File: config.mk
export PLATFORM = sky130hd
export DESIGN_NAME = stream_write_master
export DESIGN_NICKNAME = d
export VERILOG_FILES = /design/src/rtl/lpc_mm_pkg.sv /design/src/rtl/sync_fifo.sv /design/src/rtl/stream_write_master.sv
export SDC_FILE = /design/constraint.sdc
export NUM_CORES = 1
export LEC_CHECK = 0
export CORE_MARGIN = 2
export CORE_UTILIZATION = 64
export DETAILED_ROUTE_END_ITERATION = 7
export PLACE_DENSITY = 0.88
export SLEW_MARGIN = 40
export SYNTH_ARGS = -nofsm -noshare
export SYNTH_HDL_FRONTEND = slang
export SYNTH_SLANG_ARGS = --single-unit
File: constraint.sdc
create_clock -name clk -period 12.4 [get_ports clk]
set_input_delay 3.72 -clock clk [delete_from_list [all_inputs] [get_ports clk]]
set_output_delay 3.72 -clock clk [all_outputs]
set_load 0.02 [all_outputs]
File: src/rtl/lpc_mm_pkg.sv
// Shared definitions for the stream write master: CSR map, status bits, FSM states.
`timescale 1ns/1ps
package lpc_mm_pkg;

  localparam logic [2:0] REG_BASE   = 3'd0;
  localparam logic [2:0] REG_LENGTH = 3'd1;
  localparam logic [2:0] REG_STEP   = 3'd2;
  localparam logic [2:0] REG_COUNT  = 3'd3;
  localparam logic [2:0] REG_START  = 3'd4;
  localparam logic [2:0] REG_STATUS = 3'd5;
  localparam logic [2:0] REG_RESET  = 3'd6;

  localparam int STAT_DONE = 0;
  localparam int STAT_BUSY = 1;
  localparam int STAT_OVF  = 2;

  localparam logic [31:0] READ_DEFAULT = 32'hDEADBEEF;

  typedef enum logic [1:0] {IDLE, RUN, DONE} state_t;

endpackage

File: src/rtl/sync_fifo.sv
// Show-ahead synchronous FIFO; a push on a full FIFO is taken only when a pop frees a slot.
`timescale 1ns/1ps
module sync_fifo #(
  parameter int DATA_W = 16,
  parameter int DEPTH  = 8
) (
  input  logic              clk,
  input  logic              rst,
  input  logic              push,
  input  logic              pop,
  input  logic [DATA_W-1:0] din,
  output logic [DATA_W-1:0] dout,
  output logic              full,
  output logic              empty
);

  localparam int PTR_W = $clog2(DEPTH);

  logic [DATA_W-1:0] mem [DEPTH];
  logic [PTR_W-1:0]  wr_ptr_reg, rd_ptr_reg;
  logic [PTR_W:0]    count_reg;
  logic              do_push, do_pop;

  assign full    = (count_reg == (PTR_W+1)'(DEPTH));
  assign empty   = (count_reg == '0);
  assign do_pop  = pop && !empty;
  assign do_push = push && (!full || do_pop);
  assign dout    = mem[rd_ptr_reg];

  always_ff @(posedge clk) begin
    if (rst) begin
      wr_ptr_reg <= '0;
      rd_ptr_reg <= '0;
      count_reg  <= '0;
    end else begin
      if (do_push) wr_ptr_reg <= wr_ptr_reg + 1'b1;
      if (do_pop)  rd_ptr_reg <= rd_ptr_reg + 1'b1;
      case ({do_push, do_pop})
        2'b10:   count_reg <= count_reg + 1'b1;
        2'b01:   count_reg <= count_reg - 1'b1;
        default: count_reg <= count_reg;
      endcase
    end
  end

  // Storage is not reset; only the pointers define validity.
  always_ff @(posedge clk) begin
    if (do_push) mem[wr_ptr_reg] <= din;
  end

endmodule

File: src/rtl/stream_write_master.sv
// Captures a qualified sample stream into a FIFO and writes it to DDR through an
// Avalon-MM write master, configured and started through a small CSR slave.
`timescale 1ns/1ps
module stream_write_master
  import lpc_mm_pkg::*;
#(
  parameter int DATA_W     = 16,
  parameter int ADDR_W     = 32,
  parameter int FIFO_DEPTH = 8
) (
  input  logic              clk,
  input  logic              rst,
  output logic [ADDR_W-1:0] ddr_addr,
  output logic              ddr_write,
  output logic [DATA_W-1:0] ddr_writedata,
  input  logic              ddr_waitrequest,
  input  logic [2:0]        addr,
  input  logic              read,
  input  logic              write,
  input  logic [31:0]       writedata,
  output logic [31:0]       readdata,
  input  logic [DATA_W-1:0] d_in,
  input  logic              vin,
  output logic              overflow
);

  state_t state_reg, state_next;

  logic [ADDR_W-1:0] base_reg, step_reg, step_run_reg, addr_cur_reg, ddr_addr_reg;
  logic [31:0]       length_reg, count_reg, remaining_reg, run_len_reg, accepted_reg;
  logic [31:0]       readdata_reg, rd_mux;
  logic [DATA_W-1:0] ddr_writedata_reg, fifo_dout;
  logic              ddr_write_reg, done_reg, overflow_reg;
  logic              clr, start_hit, accept, last_accept, pop, want_push, push, drop;
  logic              fifo_full, fifo_empty;

  assign clr         = rst || (write && addr == REG_RESET);
  assign start_hit   = write && addr == REG_START && state_reg != RUN;
  assign accept      = ddr_write_reg && !ddr_waitrequest;
  assign last_accept = accept && remaining_reg == 32'd1;
  // Issue when idle on the bus, or back-to-back on acceptance unless that was the last word.
  assign pop         = state_reg == RUN && !fifo_empty &&
                       (!ddr_write_reg || (accept && remaining_reg > 32'd1));
  assign want_push   = state_reg == RUN && vin && accepted_reg < run_len_reg;
  assign push        = want_push && (!fifo_full || pop);
  assign drop        = want_push && fifo_full && !pop;

  sync_fifo #(.DATA_W(DATA_W), .DEPTH(FIFO_DEPTH)) u_fifo (
    .clk   (clk),
    .rst   (clr || start_hit),
    .push  (push),
    .pop   (pop),
    .din   (d_in),
    .dout  (fifo_dout),
    .full  (fifo_full),
    .empty (fifo_empty)
  );

  always_comb begin
    state_next = state_reg;
    unique case (state_reg)
      IDLE, DONE: if (start_hit) state_next = (length_reg == 32'd0) ? DONE : RUN;
      RUN:        if (last_accept) state_next = DONE;
      default:    state_next = IDLE;
    endcase
  end

  always_ff @(posedge clk) begin
    if (clr) state_reg <= IDLE;
    else     state_reg <= state_next;
  end

  always_comb begin
    rd_mux = READ_DEFAULT;
    case (addr)
      REG_BASE:   rd_mux = 32'(base_reg);
      REG_LENGTH: rd_mux = length_reg;
      REG_STEP:   rd_mux = 32'(step_reg);
      REG_COUNT:  rd_mux = count_reg;
      REG_STATUS: rd_mux = {29'd0, overflow_reg, state_reg == RUN, done_reg};
      default:    rd_mux = READ_DEFAULT;
    endcase
  end

  always_ff @(posedge clk) begin
    if (clr) begin
      base_reg          <= '0;
      length_reg        <= '0;
      step_reg          <= ADDR_W'(1);
      step_run_reg      <= ADDR_W'(1);
      count_reg         <= '0;
      remaining_reg     <= '0;
      run_len_reg       <= '0;
      accepted_reg      <= '0;
      addr_cur_reg      <= '0;
      ddr_addr_reg      <= '0;
      ddr_writedata_reg <= '0;
      ddr_write_reg     <= 1'b0;
      readdata_reg      <= '0;
      done_reg          <= 1'b0;
      overflow_reg      <= 1'b0;
    end else begin
      if (write && addr == REG_BASE)   base_reg   <= ADDR_W'(writedata);
      if (write && addr == REG_LENGTH) length_reg <= writedata;
      if (write && addr == REG_STEP)   step_reg   <= ADDR_W'(writedata);
      if (read) readdata_reg <= rd_mux;

      if (start_hit) begin
        // The run works on private copies so config writes mid-run have no effect.
        addr_cur_reg  <= base_reg;
        step_run_reg  <= step_reg;
        remaining_reg <= length_reg;
        run_len_reg   <= length_reg;
        accepted_reg  <= '0;
        count_reg     <= '0;
        done_reg      <= (length_reg == 32'd0);
        overflow_reg  <= 1'b0;
        ddr_write_reg <= 1'b0;
      end else begin
        if (push) accepted_reg <= accepted_reg + 32'd1;
        if (drop) overflow_reg <= 1'b1;
        if (accept) begin
          count_reg     <= count_reg + 32'd1;
          remaining_reg <= remaining_reg - 32'd1;
          ddr_write_reg <= 1'b0;
          if (last_accept) done_reg <= 1'b1;
        end
        if (pop) begin
          ddr_write_reg     <= 1'b1;
          ddr_addr_reg      <= addr_cur_reg;
          ddr_writedata_reg <= fifo_dout;
          addr_cur_reg      <= addr_cur_reg + step_run_reg;
        end
      end
    end
  end

  assign ddr_addr      = ddr_addr_reg;
  assign ddr_write     = ddr_write_reg;
  assign ddr_writedata = ddr_writedata_reg;
  assign readdata      = readdata_reg;
  assign overflow      = overflow_reg;

endmodule

==> flow_summary_export.csv, run 1 <==
group,metric,value,unit
power,pwr_density_cell,131.1,nW/um2
clocking,insertion_delay,0.60,ns
timing,drv_slew,0,
clocking,postCtsResizedCells,0,
global_routing,first_global_vias,18388,
global_routing,grt_max_degree,102,
finish,top_register,"u_fifo.mem",
clocking,cts_hold_buf,0,
synth,synth_cell_type_count,70,
clocking,cts_tree,"built",
finish,nets,2628,
synth,netlist_instances,2422,
global_routing,overflow,0,
floorplan,core,34630,um2
placed_design,dp_hpwl,42840,um
critical_path,crit_start,"ddr_waitrequest",
critical_path,cp_data_arrival_time,7.61,ns
floorplan,fp.dieW,191.5,um
timing,fmax,141.0,MHz
route,dr_total_vias,19361,
synth,syn_area,22510,um2
synth,synth-async-reset-ratio,0,
route,via_per_inst,6.469,
route,drc_errors,0,
timing,hold_viol_final,0,
run_status,outcome,"completed",
timing,tns,0,ns
placed_design,place_area,24270,um2
timing,skew,0.01653,ns
finish,nFillCells,2240,
synth,yosys_warnings,0,
timing,rsz0062_at_grt,"false",
power,peakVddDrop,0.0001436,V
global_routing,grtUsageTotal,0.3558,
critical_path,cp-end-kind,"register",
synth,synth.yosys.seq_area_share,0.5114,
clocking,cts_max_path_buffers,3,
route,drtPass1Iterations,8,
worst_hold_path,hold_path_class,"register to register",
floorplan,die_area,36680,um2
finish,largest_register_ffs,128,
global_routing,antenna_found_initial,1,
timing,worstMarginPinSlew,0.8243,ns
clocking,post_cts_buffers,0,
critical_path,reg2reg_depth,15,
synth,synth-seq-cells,511,
placed_design,dp.cells,2901,
synth,syn-num-nets,2552,
clocking,clock-sinks,511,
clocking,cts_root_buf,"clkbuf_16",
placed_design,io_buffers,138,
finish,fin_util,0.7478,
flow_run,maxCapViolCount,0,
timing,period_share,0.5719,
clocking,cts-buffers-inserted,50,
route,postRouteAntennaNets,0,
global_routing,grt_first_pass_wirelength,101400,um
finish,syn2layout_area_growth,15.05,%
clocking,htreeDepth,2,
clocking,clk_pin_slew,0.06,ns
power,p_total,3.395,mW
floorplan,rows,68,
critical_path,cp-start-kind,"input port",
worst_hold_path,hold_depth,2,
synth,synth_edf_count,128,
power,power_leakage,8.879,nW
critical_path,r2r-start,"remaining_reg[2]",
placed_design,gp_congestion,0.9452,
route,drt-initial-drc-count,2620,
timing,period_needed,7.092,ns
finish,final_common_cell,"nand2_1",
finish,layout-drive-gt1-share,0.07132,
route,wl_per_cell,21.89,um
finish,layout.cells.non_filler,2993,
timing,relSlewSlack,0.4505,
critical_path,r2r_setup_slack,7.39,ns
floorplan,design.portCount,139,
critical_path,r2r_end,"u_fifo.count_reg[3]",
synth,synth-main-ff-cell,"dfxtp_1",
synth,synth_area_per_cell,9.293,um2
finish,diodes,0,
timing,setup_viol,0,
critical_path,crit_fanout,43,
critical_path,critPathKind,"input port to register",
floorplan,initial_core_util,0.6500,
finish,mostFrequentLayoutCells,"nand2_1 (510), dfxtp_1 (381), a21oi_1 (362)",
finish,finalInstanceArea,25890,um2
floorplan,fp.dieH,191.5,um
critical_path,cp.required,12.92,ns
critical_path,critical_path.endpoint,"u_fifo.count_reg[3]",
route,drt-total-wl,65510,um
==> through the flow <==
stage	setup WS (ns)	hold slack, ns
2_1_floorplan	5.556	0.4363
3_3_place_gp	4.919	0.4447
4_1_cts	5.384	0.4552
3_5_place_dp	4.791	0.4469
5_1_grt	5.170	0.4757
6_report	5.308	0.4573
==> synth_stat cells, drive strengths merged, types with 30 or more instances <==
library cell  instances  area share
a21o                 30       0.010
a21oi               362       0.080
a22oi                63       0.021
clkbuf              125       0.021
dfxtp               383        0.34
edfxtp              128        0.17
ha                   71       0.039
inv                  62       0.010
mux4                 32       0.032
nand2               511       0.085
nand3                32      0.0071
nor2                136       0.023
o21ai                70       0.016
xnor2                37       0.014
xor2                 52       0.020
==> worst max-delay path, cell delays in order <==
cell             delay, ns
clkdlybuf4s50_1       0.55
inv_1                 0.06
o31ai_1               0.07
a21oi_1               0.18
o21ai_4               0.09
buf_4                 0.45
clkinv_2              0.71
ha_1                  0.53
ha_1                  0.29
a21o_1                0.19
a21oi_1               0.20
xnor2_1               0.11
or3_1                 0.33
a21oi_1               0.14
==> area by class of cell <==
| type | count | area, um2 | share of cell area |
|---|---|---|---|
| clock buffers | 70 | 1388 | 0.05359 |
| clock inverters | 22 | 234.0 | 0.009036 |
| multi-input cells | 1699 | 10280 | 0.3971 |
| well taps | 455 | 569.3 | 0.02198 |
| inverters | 62 | 234.0 | 0.009036 |
| flip-flops and latches | 511 | 11510 | 0.4446 |
| repair buffers | 174 | 1674 | 0.06465 |
==> worst min path at each step <==
stage / startpoint / end / slack (ns)
6_report: ddr_addr[13] / ddr_addr[13] / 0.46
5_1_grt: run_len_reg[27] / run_len_reg[27] / 0.48
4_1_cts: ddr_addr[13] / ddr_addr[13] / 0.46
3_5_place_dp: ddr_addr[13] / ddr_addr[13] / 0.45
2_1_floorplan: run_len_reg[10] / run_len_reg[10] / 0.44
3_3_place_gp: ddr_addr[13] / ddr_addr[13] / 0.44
==> routing by layer <==
layer | vias to the layer above | share of wire | track usage
li1 | 8734 | - | -
met1 | 9077 | 0.38 | 0.4734
met2 | 1329 | 0.44 | 0.5448
met3 | 219 | 0.12 | 0.09198
met4 | 2 | 0.047 | 0.1660
met5 | - | 0.00018 | 0
==> cells by family (layout without fill, tap and decap cells) <==
kind of cell	Yosys count	in the layout	share of synthesized area
fa+ha+maj	73	73	0.04125
mux	55	55	0.04225
xor+xnor	89	89	0.03463
simple gates	851	851	0.1677
flops	511	511	0.5114
buf+inv	212	328	0.03719
compound gates	631	631	0.1656
==> power by group <==
part	switching, mW	internal (mW)	total (mW)
registers	0.0152	1.72	1.73
clock network	0.657	0.866	1.52
logic	0.0933	0.0444	0.138
total	0.765	2.63	3.39
No activity file was read; power rests on OpenSTA's default activity.
==> inputs of run 2 (changes only) <==
- CORE_UTILIZATION: 64 -> 54
- PLACE_DENSITY: 0.88 -> 0.79
- clock period: 12.4 -> 5.97 ns (I/O delays scaled with it)
==> flow_summary_export.csv, run 2 (synthesis gave the netlist of run 1 again) <==
group,metric,value,unit
floorplan,die_area,43330,um2
timing,skew,0.01511,ns
route,dr_total_vias,19058,
timing,period_share,0.7172,
route,drt-total-wl,64280,um
global_routing,first_global_vias,18092,
finish,layout-drive-gt1-share,0.07741,
critical_path,r2r_setup_slack,1.77,ns
placed_design,dp.cells,2985,
run_status,violations,"design-rule violations",
critical_path,cp-start-kind,"input port",
critical_path,reg2reg_depth,14,
clocking,cts_hold_buf,0,
finish,top_register,"u_fifo.mem",
global_routing,antenna_found_initial,2,
global_routing,grtUsageTotal,0.2913,
clocking,cts_max_path_buffers,3,
clocking,cts-buffers-inserted,51,
critical_path,cp.required,6.51,ns
clocking,cts_tree,"built",
route,drt-initial-drc-count,2474,
global_routing,grt_max_degree,102,
global_routing,grt_first_pass_wirelength,99990,um
finish,mostFrequentLayoutCells,"nand2_1 (510), dfxtp_1 (382), a21oi_1 (362)",
power,peakVddDrop,0.0002550,V
floorplan,fp.dieW,208.2,um
critical_path,crit_fanout,17,
placed_design,gp_congestion,0.9668,
floorplan,rows,74,
clocking,clk_pin_slew,0.06,ns
placed_design,place_area,24390,um2
clocking,cts_root_buf,"clkbuf_16",
worst_hold_path,hp-start,"ddr_addr[13]",
clocking,post_cts_buffers,0,
floorplan,fp.dieH,208.2,um
placed_design,dp_hpwl,43020,um
timing,hold_viol_final,0,
finish,diodes,0,
route,via_per_inst,6.194,
clocking,postCtsResizedCells,0,
finish,largest_register_ffs,128,
placed_design,io_buffers,138,
worst_hold_path,hold_path_class,"register to register",
finish,fin_util,0.6366,
route,drc_errors,1,
floorplan,design.portCount,139,
route,postRouteAntennaNets,0,
timing,fmax,233.5,MHz
timing,setup_viol,0,
clocking,clock-sinks,511,
power,pwr_density_cell,274.8,nW/um2
floorplan,core,41020,um2
timing,relSlewSlack,0.4407,
finish,layout.cells.non_filler,3077,
finish,final_common_cell,"nand2_1",
critical_path,cp-end-kind,"register",
run_status,outcome,"finished with violations",
critical_path,critPathKind,"input port to register",
power,power_leakage,8.969,nW
timing,drv_slew,0,
finish,nets,2636,
route,wl_per_cell,20.89,um
clocking,insertion_delay,0.61,ns
finish,finalInstanceArea,26110,um2
worst_hold_path,hold_depth,2,
route,drtPass1Iterations,8,
timing,tns,0,ns
critical_path,cp_data_arrival_time,4.82,ns
critical_path,r2r_end,"u_fifo.count_reg[3]",
finish,nFillCells,3196,
flow_run,maxCapViolCount,0,
worst_hold_path,whs_endpoint,"ddr_addr[13]",
finish,syn2layout_area_growth,16.02,%
timing,worstMarginPinSlew,0.8390,ns
critical_path,r2r-start,"remaining_reg[2]",
floorplan,initial_core_util,0.5487,
clocking,htreeDepth,2,
timing,rsz0062_at_grt,"false",
timing,period_needed,4.282,ns
global_routing,overflow,0,
## run 2: worst max path at each step
stage	startpoint	endpoint	slack, ns	depth (start not counted)
global placement	ddr_waitrequest	u_fifo.count_reg[3]	1.24	13
global route	ddr_waitrequest	u_fifo.count_reg[3]	1.48	13
detailed placement	ddr_waitrequest	u_fifo.count_reg[3]	1.13	13
CTS	ddr_waitrequest	u_fifo.count_reg[3]	1.72	13
floorplan	vin	u_fifo.mem[2][0]	1.06	6
finish	ddr_waitrequest	u_fifo.count_reg[3]	1.69	13
## run 2: where the power goes
group | internal [mW] | total, mW | switching [mW]
Combinational | 0.0980 | 0.292 | 0.194
Sequential | 3.57 | 3.60 | 0.0333
Clock | 1.86 | 3.28 | 1.42
Total | 5.53 | 7.18 | 1.65
## run 2: area by class of cell
| type | instances | area (um2) | area share |
|---|---|---|---|
| Sequential cell | 511 | 11510 | 0.4409 |
| Multi-Input combinational cell | 1699 | 10260 | 0.3928 |
| Timing Repair Buffer | 181 | 1737 | 0.06651 |
| Clock buffer | 72 | 1466 | 0.05616 |
| Tap cell | 532 | 665.6 | 0.02549 |
| Clock inverter | 20 | 241.5 | 0.009248 |
| Inverter | 62 | 234.0 | 0.008960 |
## run 2: routing by layer
metal	track usage	part of all wire	wire length (um)
met5	0	0.00014	9
met4	0.1097	0.036	2295
met3	0.06717	0.11	7108
met2	0.4403	0.44	28120
met1	0.4084	0.42	26750
## run 2: stage by stage
stage | power (mW) | hold WS, ns | worst slack, ns
after floorplan | 3.807 | 0.4363 | 1.055
after global placement | 3.954 | 0.4436 | 1.240
after detailed placement | 3.960 | 0.4471 | 1.135
after CTS | 7.185 | 0.4566 | 1.718
after global routing | 7.344 | 0.4715 | 1.481
final | 7.175 | 0.4552 | 1.688
## run 2: worst max-delay path: stages
cell and delay (ns):
clkdlybuf4s50_1 0.54, inv_1 0.06, o31ai_1 0.09, a21oi_1 0.18
or3b_4 0.47, o21ai_4 0.19, ha_1 0.29, ha_1 0.26
a21o_1 0.18, a21oi_1 0.20, xnor2_1 0.12, or3_1 0.31
a21oi_1 0.14
